==> src/rtl/cpu_bus_arbiter_pkg.sv <==
// Shared definitions for the CPU external bus arbiter: FSM state encodings,
// port-select constants and bus direction constants.
package cpu_bus_arbiter_pkg;

  typedef enum logic [1:0] {
    IDLE     = 2'd0,
    ACCESS_A = 2'd1,
    ACCESS_B = 2'd2,
    RELEASE  = 2'd3
  } arb_state_t;

  localparam logic PORT_A = 1'b0;
  localparam logic PORT_B = 1'b1;

  localparam logic BUS_READ  = 1'b0;
  localparam logic BUS_WRITE = 1'b1;

endpackage

==> src/rtl/cpu_bus_arbiter_timeout.sv <==
// Reusable bus-access watchdog. Counts enabled cycles since the last clear and
// raises o_expired during the TIMEOUT_CYCLES-th enabled cycle, so a master that
// aborts on o_expired keeps its request up for exactly TIMEOUT_CYCLES cycles.
// TIMEOUT_CYCLES = 0 disables the watchdog entirely.
module cpu_bus_timeout #(
  parameter int unsigned TIMEOUT_CYCLES = 1024
) (
  input  logic i_clock,
  input  logic i_reset,
  input  logic i_clear,
  input  logic i_enable,
  output logic o_expired
);

  localparam int unsigned LIMIT = (TIMEOUT_CYCLES == 0) ? 0 : TIMEOUT_CYCLES - 1;
  localparam int CW = (LIMIT > 1) ? $clog2(LIMIT + 1) : 1;

  logic [CW-1:0] r_count;
  logic          w_atLimit;

  assign w_atLimit = (r_count == CW'(LIMIT));
  assign o_expired = (TIMEOUT_CYCLES != 0) && w_atLimit;

  // Cycle counter: cleared when a new access is granted, advances while the
  // access is outstanding and parks at the limit.
  always_ff @(posedge i_clock or posedge i_reset) begin
    if (i_reset) begin
      r_count <= '0;
    end else if (i_clear) begin
      r_count <= '0;
    end else if (i_enable && !o_expired) begin
      r_count <= r_count + 1'b1;
    end
  end

endmodule

==> src/rtl/cpu_bus_arbiter.sv <==
// Two-port CPU external bus arbiter. Port A (instruction fetch) is read-only,
// port B (memory stage) reads or writes. One transaction runs at a time, ties
// are broken round-robin, and every completion or timeout is reported with a
// one-cycle ready pulse. All outputs come straight from registers.
module cpu_bus_arbiter
  import cpu_bus_arbiter_pkg::*;
#(
  parameter int unsigned TIMEOUT_CYCLES = 1024,
  parameter int          ADDR_WIDTH     = 32
) (
  input  logic                  i_clock,
  input  logic                  i_reset,
  output logic                  o_bus_rw,
  output logic                  o_bus_request,
  input  logic                  i_bus_ready,
  output logic [ADDR_WIDTH-1:0] o_bus_address,
  input  logic [31:0]           i_bus_rdata,
  output logic [31:0]           o_bus_wdata,
  input  logic                  i_pa_request,
  output logic                  o_pa_ready,
  output logic                  o_pa_error,
  input  logic [ADDR_WIDTH-1:0] i_pa_address,
  output logic [31:0]           o_pa_rdata,
  input  logic                  i_pb_rw,
  input  logic                  i_pb_request,
  output logic                  o_pb_ready,
  output logic                  o_pb_error,
  input  logic [ADDR_WIDTH-1:0] i_pb_address,
  output logic [31:0]           o_pb_rdata,
  input  logic [31:0]           i_pb_wdata
);

  arb_state_t            r_state, w_nextState;
  logic                  r_lastGrant, w_nextLastGrant;
  logic                  r_busRw, w_nextBusRw;
  logic                  r_busRequest, w_nextBusRequest;
  logic [ADDR_WIDTH-1:0] r_busAddress, w_nextBusAddress;
  logic [31:0]           r_busWdata, w_nextBusWdata;
  logic                  r_paReady, w_nextPaReady;
  logic                  r_paError, w_nextPaError;
  logic [31:0]           r_paRdata, w_nextPaRdata;
  logic                  r_pbReady, w_nextPbReady;
  logic                  r_pbError, w_nextPbError;
  logic [31:0]           r_pbRdata, w_nextPbRdata;

  logic w_grantA;
  logic w_grantB;
  logic w_inAccess;
  logic w_expired;
  logic w_finish;

  // On a tie the port that did not win last time gets the bus.
  assign w_grantA   = (r_state == IDLE) && i_pa_request &&
                      (!i_pb_request || (r_lastGrant == PORT_B));
  assign w_grantB   = (r_state == IDLE) && i_pb_request &&
                      (!i_pa_request || (r_lastGrant == PORT_A));
  assign w_inAccess = (r_state == ACCESS_A) || (r_state == ACCESS_B);
  assign w_finish   = i_bus_ready || w_expired;

  cpu_bus_timeout #(
    .TIMEOUT_CYCLES(TIMEOUT_CYCLES)
  ) u_timeout (
    .i_clock  (i_clock),
    .i_reset  (i_reset),
    .i_clear  (w_grantA || w_grantB),
    .i_enable (w_inAccess),
    .o_expired(w_expired)
  );

  // Next-state and next-output decode; everything holds unless changed, and
  // the ready pulses default low so they last exactly one cycle.
  always_comb begin
    w_nextState      = r_state;
    w_nextLastGrant  = r_lastGrant;
    w_nextBusRw      = r_busRw;
    w_nextBusRequest = r_busRequest;
    w_nextBusAddress = r_busAddress;
    w_nextBusWdata   = r_busWdata;
    w_nextPaReady    = 1'b0;
    w_nextPaError    = r_paError;
    w_nextPaRdata    = r_paRdata;
    w_nextPbReady    = 1'b0;
    w_nextPbError    = r_pbError;
    w_nextPbRdata    = r_pbRdata;

    case (r_state)
      IDLE: begin
        if (w_grantB) begin
          w_nextState      = ACCESS_B;
          w_nextLastGrant  = PORT_B;
          w_nextBusRequest = 1'b1;
          w_nextBusRw      = i_pb_rw;
          w_nextBusAddress = i_pb_address;
          w_nextBusWdata   = i_pb_wdata;
        end else if (w_grantA) begin
          w_nextState      = ACCESS_A;
          w_nextLastGrant  = PORT_A;
          w_nextBusRequest = 1'b1;
          w_nextBusRw      = BUS_READ;
          w_nextBusAddress = i_pa_address;
          w_nextBusWdata   = '0;
        end
      end
      ACCESS_A: begin
        if (w_finish) begin
          w_nextState      = RELEASE;
          w_nextBusRequest = 1'b0;
          w_nextPaReady    = 1'b1;
          w_nextPaError    = !i_bus_ready;
          w_nextPaRdata    = i_bus_ready ? i_bus_rdata : 32'd0;
        end
      end
      ACCESS_B: begin
        if (w_finish) begin
          w_nextState      = RELEASE;
          w_nextBusRequest = 1'b0;
          w_nextPbReady    = 1'b1;
          w_nextPbError    = !i_bus_ready;
          w_nextPbRdata    = i_bus_ready ? i_bus_rdata : 32'd0;
        end
      end
      RELEASE: begin
        w_nextState = IDLE;
      end
      default: begin
        w_nextState = IDLE;
      end
    endcase
  end

  // State and output registers; reset leaves last grant at A so B wins the
  // first tie.
  always_ff @(posedge i_clock or posedge i_reset) begin
    if (i_reset) begin
      r_state      <= IDLE;
      r_lastGrant  <= PORT_A;
      r_busRw      <= BUS_READ;
      r_busRequest <= 1'b0;
      r_busAddress <= '0;
      r_busWdata   <= '0;
      r_paReady    <= 1'b0;
      r_paError    <= 1'b0;
      r_paRdata    <= '0;
      r_pbReady    <= 1'b0;
      r_pbError    <= 1'b0;
      r_pbRdata    <= '0;
    end else begin
      r_state      <= w_nextState;
      r_lastGrant  <= w_nextLastGrant;
      r_busRw      <= w_nextBusRw;
      r_busRequest <= w_nextBusRequest;
      r_busAddress <= w_nextBusAddress;
      r_busWdata   <= w_nextBusWdata;
      r_paReady    <= w_nextPaReady;
      r_paError    <= w_nextPaError;
      r_paRdata    <= w_nextPaRdata;
      r_pbReady    <= w_nextPbReady;
      r_pbError    <= w_nextPbError;
      r_pbRdata    <= w_nextPbRdata;
    end
  end

  assign o_bus_rw      = r_busRw;
  assign o_bus_request = r_busRequest;
  assign o_bus_address = r_busAddress;
  assign o_bus_wdata   = r_busWdata;
  assign o_pa_ready    = r_paReady;
  assign o_pa_error    = r_paError;
  assign o_pa_rdata    = r_paRdata;
  assign o_pb_ready    = r_pbReady;
  assign o_pb_error    = r_pbError;
  assign o_pb_rdata    = r_pbRdata;

endmodule

==> config.mk <==
export PLATFORM = sky130hd
export DESIGN_NAME = cpu_bus_arbiter
export DESIGN_NICKNAME = d
export VERILOG_FILES = /design/src/rtl/cpu_bus_arbiter_pkg.sv /design/src/rtl/cpu_bus_arbiter_timeout.sv /design/src/rtl/cpu_bus_arbiter.sv
export SDC_FILE = /design/constraint.sdc
export NUM_CORES = 1
export LEC_CHECK = 0
export ABC_CLOCK_PERIOD_IN_PS = 4350
export CORE_MARGIN = 1.5
export CORE_UTILIZATION = 25
export CTS_CLUSTER_DIAMETER = 100
export CTS_CLUSTER_SIZE = 16
export DETAILED_ROUTE_END_ITERATION = 16
export PLACE_DENSITY = 0.51
export SLEW_MARGIN = 20
export SYNTH_ARGS = -nofsm -noshare
export SYNTH_HDL_FRONTEND = slang
export SYNTH_HIERARCHICAL = 1
export SYNTH_SLANG_ARGS = --single-unit
==> constraint.sdc <==
create_clock -name i_clock -period 4.35 [get_ports i_clock]
set_input_delay 0.435 -clock i_clock [delete_from_list [all_inputs] [get_ports i_clock]]
set_output_delay 0.435 -clock i_clock [all_outputs]
set_load 0.005 [all_outputs]
==> results of run 1 <==
==> sequential cells by signal, indices dropped and copies added, names as in the netlist <==
| register | cells |
|---|---|
| o_pa_rdata | 32 |
| o_pa_ready | 1 |
| o_pb_ready | 1 |
| o_pa_error | 1 |
| r_lastGrant | 1 |
| r_state | 2 |
| o_bus_request | 1 |
| o_bus_address | 32 |
| o_pb_error | 1 |
| o_pb_rdata | 32 |
| o_bus_rw | 1 |
| u_timeout/r_count | 10 |
| o_bus_wdata | 32 |
==> metrics by stage <==
stage / cell area [sq um] / cells / hold WS (ps) / util / power (W)
floorplan: 6420 / 519 / 275 / - / 0.00378
global placement: 9210 / 1072 / 474 / 0.366 / 0.00533
detailed placement: 9210 / 1072 / 480 / 0.366 / 0.00538
CTS: 9760 / 1104 / 488 / 0.387 / 0.00680
finish: 9760 / 1104 / 478 / 0.387 / 0.00672
global route: 9760 / 1104 / 522 / 0.387 / 0.00715
==> cells in the final DEF (no fill, tap or decap), types with 4 or more instances in the layout <==
| master | synthesis | final |
|---|---|---|
| nand2b_1 | 4 | 4 |
| buf_4 | 7 | 10 |
| a22o_1 | 97 | 97 |
| ha_1 | 5 | 5 |
| nor2_1 | 35 | 35 |
| inv_2 | 4 | 4 |
| clkbuf_16 | 0 | 17 |
| inv_6 | 0 | 4 |
| o21ai_2 | 30 | 30 |
| a31oi_1 | 34 | 34 |
| o2111ai_1 | 32 | 32 |
| nand2_1 | 4 | 4 |
| clkdlybuf4s50_1 | 0 | 267 |
| a21oi_1 | 5 | 5 |
| inv_1 | 9 | 8 |
| nor4_1 | 4 | 4 |
| dfrtp_1 | 147 | 147 |
| a211oi_1 | 5 | 5 |
| o21ai_1 | 6 | 6 |
| clkinv_4 | 0 | 4 |
==> kinds of logic after synthesis <==
logic type	after synthesis	synth area share
and+or+nand+nor	75	0.0631
buffers and inverters	67	0.0668
DFF	147	0.573
AOI/OAI and AO/OA	222	0.282
adders and majority gates	5	0.00974
muxes	3	0.00507
==> worst max-delay path, cell delays in order (launching register included) <==
cell and delay [ps]:
dfrtp_1 380, inv_1 130, ha_1 160, buf_4 350, o21ai_4 80, buf_4 260, inv_2 400, buf_4 500
nor2b_1 130, a22oi_1 230, nand3_1 110
==> metal layers <==
layer | GRT usage | wire length, um
met1 | 0.189 | 8520
met2 | 0.254 | 9950
met3 | 0.0335 | 1250
met4 | 0.0617 | 492
met5 | 0 | 0
==> area by class of cell <==
cell class                 instances  area (sq um)
timing repair buffer             277          2750
sequential                       147          3680
fill                            2465         15400
inverter                          13          53.8
tap                              330           413
clock inverter                    14           123
clock buffer                      18           429
multi-input combinational        305          2310
==> worst min path at each step <==
stage                                      start                          endpoint  slack, ps  cells past startpoint
final                                    i_reset  u_timeout/r_count[1]$_DFFE_PP0P_        480                      2
after global routing                     i_reset  u_timeout/r_count[1]$_DFFE_PP0P_        520                      2
after CTS                                i_reset  u_timeout/r_count[1]$_DFFE_PP0P_        490                      2
after detailed placement  o_pa_error$_DFFE_PP0P_            o_pa_error$_DFFE_PP0P_        480                      2
after global placement    o_pa_error$_DFFE_PP0P_            o_pa_error$_DFFE_PP0P_        470                      2
after floorplan                          i_reset  u_timeout/r_count[0]$_DFFE_PP0P_        280                      1
==> report_power, final <==
part	internal, W	leakage [nW]	total [W]	switching [W]
combinational	0.00171	1.84	0.00295	0.00124
sequential	0.00199	1.82	0.00239	0.000396
clock	0.000748	0.263	0.00138	0.000632
==> flow_metrics.py, run 1 <==
metrics = {
    "synth": {
        "yosysWarnings": 6,
        "syn_inst": 519,
        "syn_area_per_cell_sq_um": 12.4,
        "synth_edf_count": 0,
        "seq_area_frac_synth": 0.573,
        "synth_top_area_frac": 0.573,
        "synth.distinct_cells": 50,
        "synthArstFlopShare": 1.00,
        "yosys.area.top_type": "dfrtp_1",
        "synth_most_common_cell": "dfrtp_1",
        "synth-seq-cells": 147,
        "synthTopCellsByArea": "dfrtp_1 (57%), a22o_1 (13%), o2111ai_1 (4.4%)",
        "synthTopCellsByCount": "dfrtp_1 (147), a22o_1 (97), nor2_1 (35)",
        "syn_nets": 658,
        "synth_ff_type": "dfrtp_1",
        "syn_area_sq_mm": 0.00642,
    },
    "route": {
        "routed_wl_mm": 20.2,
        "drt-vias-per-instance": 4.96,
        "drtPass1Iterations": 6,
        "wire_per_inst_um": 18.3,
        "ant_nets": 0,
        "drt-initial-drc-count": 346,
        "num_vias": 5477,
        "post-route-drc-count": 0,
    },
    "flow_run": {
        "drv_cap": 0,
    },
    "global_routing": {
        "grt_use_total": 0.152,
        "grt_antenna_before_repair": 0,
        "grt_pass1_vias": 5728,
        "grt_start_max_net_pins": 82,
        "grt.overflow.total": 0,
        "grt_pass1_wl_mm": 31.6,
    },
    "timing": {
        "rsz0062_at_grt": "no",
        "finalCritPeriodShare": 0.666,
        "fin_skew_ps": 7.98,
        "period_minus_slack_ps": 2900,
        "fmax_ghz": 0.345,
        "setup_tns_ps": 0,
        "report.final.slew_viol_count": 0,
        "hold_viol_final": 0,
        "worstMarginPinSlew_ps": 986,
        "setup_viol": 0,
        "setup_slack_ps": 1450,
        "max-slew-margin-rel": 0.342,
    },
    "clocking": {
        "clk_pin_slew_worst_paths_ps": 70,
        "cts_buffer_depth": 2,
        "cts_buffers": 17,
        "cts.sinks": 147,
        "htreeDepth": 4,
        "ctsResizeCount": 0,
        "cts_tree": "built",
        "worstSkewPairLatency_ps": 420,
        "cts_root_buffer": "clkbuf_16",
        "holdBufCountCts": 0,
        "cts_setup_buffers": 0,
    },
    "floorplan": {
        "core_area_sq_mm": 0.0252,
        "die_y_um": 163,
        "initial_core_util": 0.255,
        "dieArea_sq_mm": 0.0267,
        "ios": 268,
        "dieWidth_um": 163,
        "rows": 58,
    },
    "cells_and_area": {
        "syn_to_final_growth_pct": 52.0,
        "drive_gt1_frac": 0.110,
        "nNetsFinal": 900,
        "antenna_cells": 0,
    },
    "pwr": {
        "power_density_mw_per_mm2": 689,
        "p_leak_nw": 3.92,
        "vdd_drop_max_mv": 0.241,
    },
    "place": {
        "port-buffer-count": 267,
        "dpl_worst_slack_ps": 1260,
        "place_congestion": 0.774,
        "place.detailed.hpwl_mm": 14.0,
    },
    "setup_path": {
        "arrival_ps": 3190,
        "r2r_start": "r_state[0]$_DFFE_PP0P_",
        "crit_path_end": "u_timeout/r_count[0]$_DFFE_PP0P_",
        "r2r_end": "u_timeout/r_count[0]$_DFFE_PP0P_",
        "critical_path_class": "reg2reg",
        "critPathMaxFanout": 49,
        "crit_path_start": "r_state[0]$_DFFE_PP0P_",
        "critical_path_required_ps": 4640,
        "r2r_slack_ps": 1450,
        "start_kind": "register",
        "worst_r2r_path_depth": 10,
        "cp-end-kind": "register",
    },
    "status": {
        "status": "completed",
    },
    "min_path": {
        "worstHoldPathType": "in2async",
    },
}
No activity file was read; power rests on OpenSTA's default activity.
==> run 2: changes to the inputs <==
--- a/config.mk
+++ b/config.mk
@@ -5,13 +5,13 @@
 export SDC_FILE = /design/constraint.sdc
 export NUM_CORES = 1
 export LEC_CHECK = 0
-export ABC_CLOCK_PERIOD_IN_PS = 4350
+export ABC_CLOCK_PERIOD_IN_PS = 2900
 export CORE_MARGIN = 1.5
 export CORE_UTILIZATION = 25
 export CTS_CLUSTER_DIAMETER = 100
 export CTS_CLUSTER_SIZE = 16
 export DETAILED_ROUTE_END_ITERATION = 16
-export PLACE_DENSITY = 0.51
+export PLACE_DENSITY = 0.49
 export SLEW_MARGIN = 20
 export SYNTH_ARGS = -nofsm -noshare
 export SYNTH_HDL_FRONTEND = slang
==> constraint.sdc (replaced) <==
create_clock -name i_clock -period 2.9 [get_ports i_clock]
set_input_delay 0.29 -clock i_clock [delete_from_list [all_inputs] [get_ports i_clock]]
set_output_delay 0.29 -clock i_clock [all_outputs]
set_load 0.005 [all_outputs]
==> run 2 against run 1 <==
Compared with the run above:
- wire length up 0.80%
- flip-flop and latch count unchanged
- largest cell class unchanged
- worst setup slack got worse by 770 ps
- critical path type unchanged
- cell area up 0.68%
- die area is the same
- clock skew increased by 3.6 ps
- hold slack got worse by 210 ps
==> flow_metrics.py, run 2 (synthesis results as in run 1) <==
metrics = {
    "setup_path": {
        "r2r_start": "u_timeout/r_count[0]$_DFFE_PP0P_",
        "cp_top_family": "simple AND/OR/NAND/NOR gates",
        "crit_path_start": "u_timeout/r_count[0]$_DFFE_PP0P_",
        "critPathMaxStageDelay_ps": 510,
        "cp-end-kind": "register",
        "worst_r2r_path_depth": 6,
        "critical_path_required_ps": 3200,
        "worstPathCellList": "ha_1 > nand2_1 > nor3_1 > o21ai_2 > buf_4 > a22o_1",
        "start_kind": "register",
        "crit_cells": 6,
        "critPathMaxFanout": 35,
        "r2r_end": "o_pb_rdata[31]$_DFFE_PP0P_",
        "crit_path_end": "o_pb_rdata[31]$_DFFE_PP0P_",
        "arrival_ps": 2510,
        "r2r_slack_ps": 680,
        "critPathSlowestCell": "nor3_1",
        "critPathBufInv": 1,
        "critical_path_class": "reg2reg",
    },
    "flow_run": {
        "drv_cap": 0,
    },
    "cells_and_area": {
        "regArea_sq_mm": 0.00368,
        "final_cell_mix": "clkdlybuf4s50_1 (267), dfrtp_1 (147), a22o_1 (97)",
        "design_area_sq_mm": 0.00982,
        "multi_input_area_sq_mm": 0.00231,
        "antenna_cells": 0,
        "stdcell_count": 1108,
        "nNetsFinal": 905,
        "drive_gt1_frac": 0.116,
        "fill_cells": 2407,
        "layout_commonest_cell": "clkdlybuf4s50_1",
        "syn_to_final_growth_pct": 53.0,
    },
    "route": {
        "routed_wl_mm": 20.4,
        "num_vias": 5475,
        "wire_per_inst_um": 18.4,
        "post-route-drc-count": 0,
        "ant_nets": 0,
        "drtPass1Iterations": 5,
        "drt-initial-drc-count": 325,
        "drt-vias-per-instance": 4.94,
    },
    "pwr": {
        "p_switching_w": 0.00340,
        "p_leak_nw": 3.95,
        "internal_power_w": 0.00680,
        "combPwrFrac": 0.440,
        "power_density_mw_per_mm2": 1040,
        "vdd_drop_max_mv": 0.425,
        "power_frac_seq": 0.349,
        "power_w": 0.0102,
        "p_clk_frac": 0.211,
        "power.share.switching": 0.333,
    },
    "place": {
        "dpl.cell_count": 1077,
        "place_congestion": 0.823,
        "placed_area_sq_mm": 0.00925,
        "port-buffer-count": 267,
        "place.detailed.hpwl_mm": 14.1,
        "dpl_worst_slack_ps": 588,
    },
    "floorplan": {
        "core_area_sq_mm": 0.0252,
        "initial_core_util": 0.255,
        "dieArea_sq_mm": 0.0267,
        "rows": 58,
        "dieWidth_um": 163,
        "ios": 268,
        "die_y_um": 163,
    },
    "clocking": {
        "cts_root_buffer": "clkbuf_16",
        "clk_pin_slew_worst_paths_ps": 60,
        "cts_buffers": 17,
        "cts.sinks": 147,
        "cts_setup_buffers": 0,
        "worstSkewPairLatency_ps": 410,
        "cts_tree": "built",
        "cts_buffer_depth": 2,
        "htreeDepth": 4,
        "ctsResizeCount": 0,
        "holdBufCountCts": 0,
    },
    "global_routing": {
        "grt_use_total": 0.154,
        "grt_start_max_net_pins": 87,
        "grt_pass1_vias": 5700,
        "grt.overflow.total": 0,
        "grtUsageMet3": 0.0399,
        "met1_usage": 0.192,
        "grt_antenna_before_repair": 0,
        "top_usage_layer": "met2",
        "grt_pass1_wl_mm": 32.1,
        "gr-usage-met2": 0.262,
    },
    "timing": {
        "setup_tns_ps": 0,
        "worstMarginPinSlew_ps": 680,
        "report.final.slew_viol_count": 0,
        "fmax_ghz": 0.451,
        "rsz0062_at_grt": "no",
        "setup_slack_ps": 684,
        "fin_skew_ps": 11.6,
        "hold_viol_final": 0,
        "setup_viol": 0,
        "finalCritPeriodShare": 0.764,
        "period_minus_slack_ps": 2220,
        "max-slew-margin-rel": 0.547,
    },
    "min_path": {
        "worstHoldPathType": "in2async",
    },
    "status": {
        "status": "completed",
    },
}
run 2: changes by cell type in the layout (fill, tap and decap cells not counted), sizes merged:
cell      change
buf           +5
clkinv        -4
clkinvlp      +2
bufinv        +1
clkbuf        -1
inv           +1
run 2: area by class of cell:
cell class                 count  share of cell area
inverter                      13             0.00535
sequential                   147               0.374
clock buffer                  17              0.0433
timing repair buffer         282               0.285
multi-input combinational    305               0.235
clock inverter                14              0.0146
tap                          330              0.0420
run 2: worst min-delay path by stage:
stage                     depth (start not counted)                    from  slack (ps)                                to
after floorplan                                   1                 i_reset         130  u_timeout/r_count[0]$_DFFE_PP0P_
after global placement                            2  o_pb_error$_DFFE_PP0P_         480            o_pb_error$_DFFE_PP0P_
after detailed placement                          2  o_pb_error$_DFFE_PP0P_         480            o_pb_error$_DFFE_PP0P_
after CTS                                         2                 i_reset         260  u_timeout/r_count[5]$_DFFE_PP0P_
after global routing                              2                 i_reset         300  u_timeout/r_count[0]$_DFFE_PP0P_
final                                             2                 i_reset         270  u_timeout/r_count[0]$_DFFE_PP0P_
run 2: per-stage QoR:
step / hold WS, ps / util
after floorplan: 130 / -
after global placement: 476 / 0.367
after detailed placement: 482 / 0.367
after CTS: 264 / 0.390
after global routing: 304 / 0.390
final: 268 / 0.390
run 2: power by group through the flow:
stage	Sequential (W)	Clock (W)	Combinational (W)
after global placement	0.00357	0	0.00448
after detailed placement	0.00358	0	0.00454
after global routing	0.00368	0.00232	0.00489
final	0.00356	0.00215	0.00449
after CTS	0.00357	0.00222	0.00455
after floorplan	0.00358	0	0.00210
run 2: per-layer routing:
layer | up-vias | wire [um]
li1 | 2507 | -
met4 | 0 | 230
met2 | 199 | 10300
met1 | 2752 | 8600
met5 | - | 0
met3 | 17 | 1220
run 2: worst register-to-register path, delay by kind of cell, from the launching register on:
| kind | cells | cell delay, ps |
|---|---|---|
| flops | 1 | 430 |
| buf+inv | 1 | 280 |
| compound gates | 2 | 420 |
| fa+ha+maj | 1 | 320 |
| simple gates | 2 | 650 |
